`src/rtl/id_logic_decode_if.sv`:
```
// Issue-side handshake bundle for the logic decode stage: the incoming
// instruction/operand channel plus the decoded EX bundle channel.
interface id_logic_decode_if;
    logic        in_valid;
    logic        in_ready;
    logic [31:0] inst;
    logic [31:0] rs_data;
    logic [31:0] rt_data;
    logic        out_valid;
    logic        out_ready;
    logic [7:0]  ex_op;
    logic [31:0] ex_src0;
    logic [31:0] ex_src1;
    logic        ex_wreg;
    logic [4:0]  ex_waddr;
    logic        illegal;

    // Producer of instructions and consumer of decoded bundles
    modport master (
        output in_valid, inst, rs_data, rt_data, out_ready,
        input  in_ready, out_valid, ex_op, ex_src0, ex_src1,
               ex_wreg, ex_waddr, illegal
    );

    // The decode stage itself
    modport slave (
        input  in_valid, inst, rs_data, rt_data, out_ready,
        output in_ready, out_valid, ex_op, ex_src0, ex_src1,
               ex_wreg, ex_waddr, illegal
    );
endinterface

```
`src/rtl/id_logic_decode.sv`:
```
// Decode stage for the logic execution unit. Turns AND/OR/XOR, their
// immediate forms and LUI into an op/src0/src1 bundle and holds it in a
// two-entry registered skid buffer so ID->EX can stream at full rate.
module id_logic_decode (
    input  logic             clk,
    input  logic             rst_n,
    input  logic             flush,
    id_logic_decode_if.slave bus
);

    localparam logic [1:0] EMPTY = 2'd0;
    localparam logic [1:0] ONE   = 2'd1;
    localparam logic [1:0] TWO   = 2'd2;

    typedef struct packed {
        logic [7:0]  op;
        logic [31:0] src0;
        logic [31:0] src1;
        logic        wreg;
        logic [4:0]  waddr;
        logic        illegal;
    } bundle_t;

    logic [1:0] state;
    logic [1:0] state_next;
    logic       in_ready_q;
    bundle_t    head;
    bundle_t    skid;
    bundle_t    dec;
    bundle_t    out_bundle;
    logic       out_valid;
    logic       xfer_in;
    logic       xfer_out;
    logic       load_head_dec;
    logic       load_head_skid;
    logic       load_skid;

    logic [5:0] opcode;
    logic [5:0] funct;
    logic [15:0] imm;
    logic       supported;
    logic       use_imm;
    logic       is_lui;
    logic [3:0] concrete;
    logic [4:0] waddr;
    logic       unused_shamt;

    assign opcode       = bus.inst[31:26];
    assign funct        = bus.inst[5:0];
    assign imm          = bus.inst[15:0];
    assign unused_shamt = ^bus.inst[10:6];

    // Decode the raw instruction into the EX bundle; unsupported words become an illegal NOP
    always_comb begin
        supported = 1'b0;
        use_imm   = 1'b0;
        is_lui    = 1'b0;
        concrete  = 4'h0;
        case (opcode)
            6'h00: begin
                case (funct)
                    6'h24:   begin supported = 1'b1; concrete = 4'h0; end
                    6'h25:   begin supported = 1'b1; concrete = 4'h1; end
                    6'h26:   begin supported = 1'b1; concrete = 4'h2; end
                    default: supported = 1'b0;
                endcase
            end
            6'h0C: begin supported = 1'b1; use_imm = 1'b1; concrete = 4'h0; end
            6'h0D: begin supported = 1'b1; use_imm = 1'b1; concrete = 4'h1; end
            6'h0E: begin supported = 1'b1; use_imm = 1'b1; concrete = 4'h2; end
            6'h0F: begin supported = 1'b1; use_imm = 1'b1; is_lui = 1'b1; concrete = 4'h3; end
            default: supported = 1'b0;
        endcase

        waddr = use_imm ? bus.inst[20:16] : bus.inst[15:11];

        dec = '0;
        if (supported) begin
            dec.op    = {4'h1, concrete};
            dec.src0  = is_lui ? 32'h0 : bus.rs_data;
            dec.src1  = use_imm ? {16'h0, imm} : bus.rt_data;
            dec.waddr = waddr;
            dec.wreg  = (waddr != 5'd0);
        end else begin
            dec.illegal = 1'b1;
        end
    end

    assign out_valid = (state != EMPTY);
    assign xfer_in   = bus.in_valid & in_ready_q;
    assign xfer_out  = out_valid & bus.out_ready;

    // Work out the next buffer occupancy and which payload registers load this cycle
    always_comb begin
        state_next     = state;
        load_head_dec  = 1'b0;
        load_head_skid = 1'b0;
        load_skid      = 1'b0;
        case (state)
            EMPTY: begin
                if (xfer_in) begin
                    state_next    = ONE;
                    load_head_dec = 1'b1;
                end
            end
            ONE: begin
                if (xfer_in && xfer_out) begin
                    load_head_dec = 1'b1;
                end else if (xfer_in) begin
                    state_next = TWO;
                    load_skid  = 1'b1;
                end else if (xfer_out) begin
                    state_next = EMPTY;
                end
            end
            TWO: begin
                if (xfer_out) begin
                    state_next     = ONE;
                    load_head_skid = 1'b1;
                end
            end
            default: state_next = EMPTY;
        endcase
        if (flush) begin
            state_next     = EMPTY;
            load_head_dec  = 1'b0;
            load_head_skid = 1'b0;
            load_skid      = 1'b0;
        end
    end

    // Occupancy state and the registered ready, which looks one state ahead
    always_ff @(posedge clk or negedge rst_n) begin
        if (!rst_n) begin
            state      <= EMPTY;
            in_ready_q <= 1'b1;
        end else begin
            state      <= state_next;
            in_ready_q <= (state_next != TWO);
        end
    end

    // Head and skid payload registers
    always_ff @(posedge clk or negedge rst_n) begin
        if (!rst_n) begin
            head <= '0;
            skid <= '0;
        end else begin
            if (load_head_dec) begin
                head <= dec;
            end else if (load_head_skid) begin
                head <= skid;
            end
            if (load_skid) begin
                skid <= dec;
            end
        end
    end

    // Empty buffer presents an all-zero bundle so stale payload never leaks out
    assign out_bundle = out_valid ? head : '0;

    assign bus.in_ready  = in_ready_q;
    assign bus.out_valid = out_valid;
    assign bus.ex_op     = out_bundle.op;
    assign bus.ex_src0   = out_bundle.src0;
    assign bus.ex_src1   = out_bundle.src1;
    assign bus.ex_wreg   = out_bundle.wreg;
    assign bus.ex_waddr  = out_bundle.waddr;
    assign bus.illegal   = out_bundle.illegal;

endmodule

```
`src/flat_wrapper.sv`:
```
// flat-port wrapper written by rule: the top's interface ports become plain ports
module id_logic_decode_flat 
  (clk, rst_n, flush, bus_in_valid, bus_inst, bus_rs_data, bus_rt_data, bus_out_ready, bus_in_ready, bus_out_valid, bus_ex_op, bus_ex_src0, bus_ex_src1, bus_ex_wreg, bus_ex_waddr, bus_illegal);
  id_logic_decode_if bus_i ();
  input  logic clk;
  input  logic rst_n;
  input  logic flush;
  input wire logic [$bits(bus_i.in_valid)-1:0] bus_in_valid;
  input wire logic [$bits(bus_i.inst)-1:0] bus_inst;
  input wire logic [$bits(bus_i.rs_data)-1:0] bus_rs_data;
  input wire logic [$bits(bus_i.rt_data)-1:0] bus_rt_data;
  input wire logic [$bits(bus_i.out_ready)-1:0] bus_out_ready;
  output wire logic [$bits(bus_i.in_ready)-1:0] bus_in_ready;
  output wire logic [$bits(bus_i.out_valid)-1:0] bus_out_valid;
  output wire logic [$bits(bus_i.ex_op)-1:0] bus_ex_op;
  output wire logic [$bits(bus_i.ex_src0)-1:0] bus_ex_src0;
  output wire logic [$bits(bus_i.ex_src1)-1:0] bus_ex_src1;
  output wire logic [$bits(bus_i.ex_wreg)-1:0] bus_ex_wreg;
  output wire logic [$bits(bus_i.ex_waddr)-1:0] bus_ex_waddr;
  output wire logic [$bits(bus_i.illegal)-1:0] bus_illegal;
  assign bus_i.in_valid = bus_in_valid;
  assign bus_i.inst = bus_inst;
  assign bus_i.rs_data = bus_rs_data;
  assign bus_i.rt_data = bus_rt_data;
  assign bus_i.out_ready = bus_out_ready;
  assign bus_in_ready = bus_i.in_ready;
  assign bus_out_valid = bus_i.out_valid;
  assign bus_ex_op = bus_i.ex_op;
  assign bus_ex_src0 = bus_i.ex_src0;
  assign bus_ex_src1 = bus_i.ex_src1;
  assign bus_ex_wreg = bus_i.ex_wreg;
  assign bus_ex_waddr = bus_i.ex_waddr;
  assign bus_illegal = bus_i.illegal;
  id_logic_decode u_core (.clk(clk), .rst_n(rst_n), .flush(flush), .bus(bus_i));
endmodule
```
`config.mk`:
```
export PLATFORM = sky130hd
export DESIGN_NAME = id_logic_decode_flat
export DESIGN_NICKNAME = d
export VERILOG_FILES = /design/src/rtl/id_logic_decode_if.sv /design/src/rtl/id_logic_decode.sv /design/src/flat_wrapper.sv
export SDC_FILE = /design/constraint.sdc
export NUM_CORES = 1
export LEC_CHECK = 0
export CAP_MARGIN = 5
export CORE_ASPECT_RATIO = 0.8
export CORE_MARGIN = 10
export CORE_UTILIZATION = 53
export DETAILED_ROUTE_END_ITERATION = 7
export PLACE_DENSITY = 0.95
export SYNTH_ARGS = -nofsm -noshare
export SYNTH_HDL_FRONTEND = slang
export SYNTH_SLANG_ARGS = --single-unit
```
`constraint.sdc`:
```
create_clock -name clk -period 6.4 [get_ports clk]
set_input_delay 1.28 -clock clk [delete_from_list [all_inputs] [get_ports clk]]
set_output_delay 1.28 -clock clk [all_outputs]
set_load 0.05 [all_outputs]
```
==> impl_metrics.tcl <==
set metrics [dict create \
    globalRoute.totalOverflow 0 \
    drc_errors 0 \
    yosysTopAreaCell "dfrtp_1" \
    status "finished, final reports clean" \
    grt.total_usage 0.2219 \
    wl_met1_um 8827 \
    hold_viol_final 0 \
    met3RoutedLength_um 1756 \
    final-setup-viol-count 0 \
    met2_wirelength_um 10060 \
    synthMostInstantiatedCell "dfrtp_1" \
    final_net_count 959 \
    final.setup.tns_ns 0 \
    holdBufCountCts 0 \
    postSynthAreaPerCell_sq_um 10.09 \
    grt_start_max_net_pins 89 \
    cts_inserted_buffers 17 \
    finClkSkew_ns 0.01424 \
    report.final.slew_viol_count 0 \
    drv_cap 0 \
    cp_slowest_stage_delay_ns 0.84 \
    placed_cells 1019 \
    drt-pass1-iter-count 7 \
    yosys_register_bits 151 \
    path_max_fanout 44 \
    total_switching_power_uw 636.7 \
    postSynth.asyncResetShare 1.000 \
    drtAntennaViolNets 0 \
    gp_routability_congestion 0.8252 \
    detailroute.via_count 6279 \
    worstPathRequired_ns 5.12 \
    ys_seq_area_frac 0.5217 \
    share_clk_of_total_power 0.407 \
    floorplan.io_pins 182 \
    die_h_um 124.6 \
    netlist_instances 718 \
    critical_path_arrival_ns 3.00 \
    place.port_buffers 171 \
    post-route-worst-setup-slack_ns 2.119 \
    postSynth.topFlopCell "dfrtp_1" \
    initial_utilization 0.5385 \
    ys_types 42 \
    num_antenna_cells 0 \
    clock.fmax_mhz 233.6 \
    final_min_period_over_clock_period 0.6689 \
    chipWidth_um 150.7 \
    worstPathCellList "or2_2, buf_4, and2_1, clkdlybuf4s50_1" \
    cts_root_buffer "clkbuf_16" \
    number_of_h_tree_levels 4 \
    internal_power_mw 1.736 \
    synth.top_cells.by_count "150 x dfrtp_1, 107 x nand2_1, 90 x and2_1, 67 x o21ai_0, 48 x nor2_1" \
    seq_pwr_share 0.456 \
    power.share.switching 0.2683 \
    cts.sinks 151 \
    pwr-share-comb 0.137 \
    core-area_sq_mm 0.01346 \
    post_cts_repair_timing_setup_buffer_count 0 \
    post_synth_top_area_share 0.5180 \
    layout_min_cycle_time_ns 4.281 \
    number_of_antenna_violations_at_the_first_check_in_global_routing 0 \
    clk_latency_ns 0.42 \
    yosys_warnings 0 \
    setup_repair_after_global_routing_missed_its_margin "no" \
    timing.max_slew.rel_slack 0.2202 \
    drt-vias-per-instance 5.974 \
    ratio_of_cells_with_drive_above_1_in_the_final_layout 0.1033 \
    timing.critical_path.from_type "flop" \
    grt_pass1_vias 6547 \
    cts_tree "done" \
    clock_input_transition_at_the_sequential_cells_of_the_worst_setup_and_hold_paths_ns 0.07 \
    std_cell_rows 38 \
    synth_area_leaders "dfrtp_1 52%, and2_1 7.8%, nand2_1 5.5%" \
    route.top_layer_used "met4" \
    critPathSlowestCell "clkdlybuf4s50_1" \
    placement_setup_slack_ns 2.243 \
    post_cts_resize_count 0 \
    drt_iter0_drc 584 \
    wire_length_of_the_first_global_routing_pass_um 33980 \
    cellLeakagePower_nw 4.476 \
    cellPowerDensity_mw_per_mm2 248.0 \
    finalWirelength_um 21120 \
    dp_hpwl_um 13510 \
    post_synth_instance_area_sq_mm 0.007246 \
    max-clock-path-buffers 2 \
    synth_edf_count 0 \
    areaGrowthSynthToFinish_pct 32.07 \
    worst_pin_slew_ns 1.169 \
    fp.dieArea_sq_mm 0.01878 \
    design_power_total_mw 2.373 \
    type_of_the_tightest_min_delay_check "reg -> reg" \
    ir_drop_mv 0.1820 \
    wl_per_cell_um 20.09 \
    crit_type "reg -> out" \
    worstSetupEndpointType "primary output" \
    post_layout_nonfiller_instances 1051 \
]
[flip-flops by register name, indices dropped and copies added, names as in the netlist]
signal	count
u_core.state	2
u_core.skid	74
u_core.bus.in_ready	1
u_core.head	74
[per-stage QoR]
step | hold WS [ns] | instance area, sq um | utilization
final | 0.4847 | 9569 | 0.7112
after global routing | 0.5151 | 9569 | 0.7112
after CTS | 0.4863 | 9569 | 0.7112
after detailed placement | 0.4714 | 8992 | 0.6683
after global placement | 0.4635 | 8992 | 0.6683
after floorplan | 0.4502 | 7261 | -
[final cells by class]
cell class              instances  area [sq um]
fillers                       985          3886
flip-flops and latches        151          3780
multi-input cells             503          3181
repair buffers                182          1795
clock buffers                  20         456.7
well taps                     180         225.2
clock inverters                12         120.1
inverters                       3         11.26
[worst paths after layout]
| check | to | startpoint | slack, ns | cells after the start |
|---|---|---|---|---|
| max | bus_ex_op[0] | u_core.state[1] | 2.12 | 4 |
| min | u_core.skid[23] | u_core.skid[23] | 0.48 | 2 |
| max reg2reg | u_core.head[39] | u_core.state[1] | 3.61 | 5 |
| min reg2reg | u_core.skid[23] | u_core.skid[23] | 0.48 | 2 |
| max in group asynchronous | u_core.skid[68] | rst_n | 4.20 | 2 |
| min in group asynchronous | u_core.head[23] | rst_n | 0.91 | 1 |
[critical path, delay by kind of cell, from the launching register on]
kind / cells / cell delay, ns
flops: 1 / 0.48
simple gates: 2 / 0.76
buf+inv: 2 / 1.33
[cell families (layout without fill, tap and decap cells)]
logic type             count (synthesis)  in the layout  share of synthesized area
buffers and inverters                 68            217                    0.04852
AOI/OAI and AO/OA                    224            224                     0.2378
DFF                                  151            151                     0.5217
other                                  1              5                  0.0005175
muxes                                  5              5                   0.007425
and+or+nand+nor                      269            269                     0.1841
[layout by cell type (no fill, tap or decap), types with 6 or more instances in the layout]
cell type        count
a22o_2              30
o21ai_0             67
nand2_1            107
a21o_1              47
a22oi_1             16
a221oi_1            22
nor2_1              48
clkdlybuf4s50_1    170
a31oi_1              6
a221o_1             20
clkbuf_16           17
dfrtp_1            150
buf_4               11
and2_1              90
[routing by layer]
metal  vias up  global-route usage
met2       290              0.3510
met5         -                   0
met4         0             0.08253
li1       2828                   -
met1      3117              0.2836
met3        44             0.06028
[power groups by stage]
stage          logic, mW  registers (mW)  clock network (mW)
2_1_floorplan      0.175            1.08                   0
3_3_place_gp       0.311            1.09                   0
3_5_place_dp       0.324            1.10                   0
4_1_cts            0.327            1.08               0.978
5_1_grt            0.356            1.09                1.02
6_report           0.325            1.08               0.966
Power figures use the tool's default switching activity.
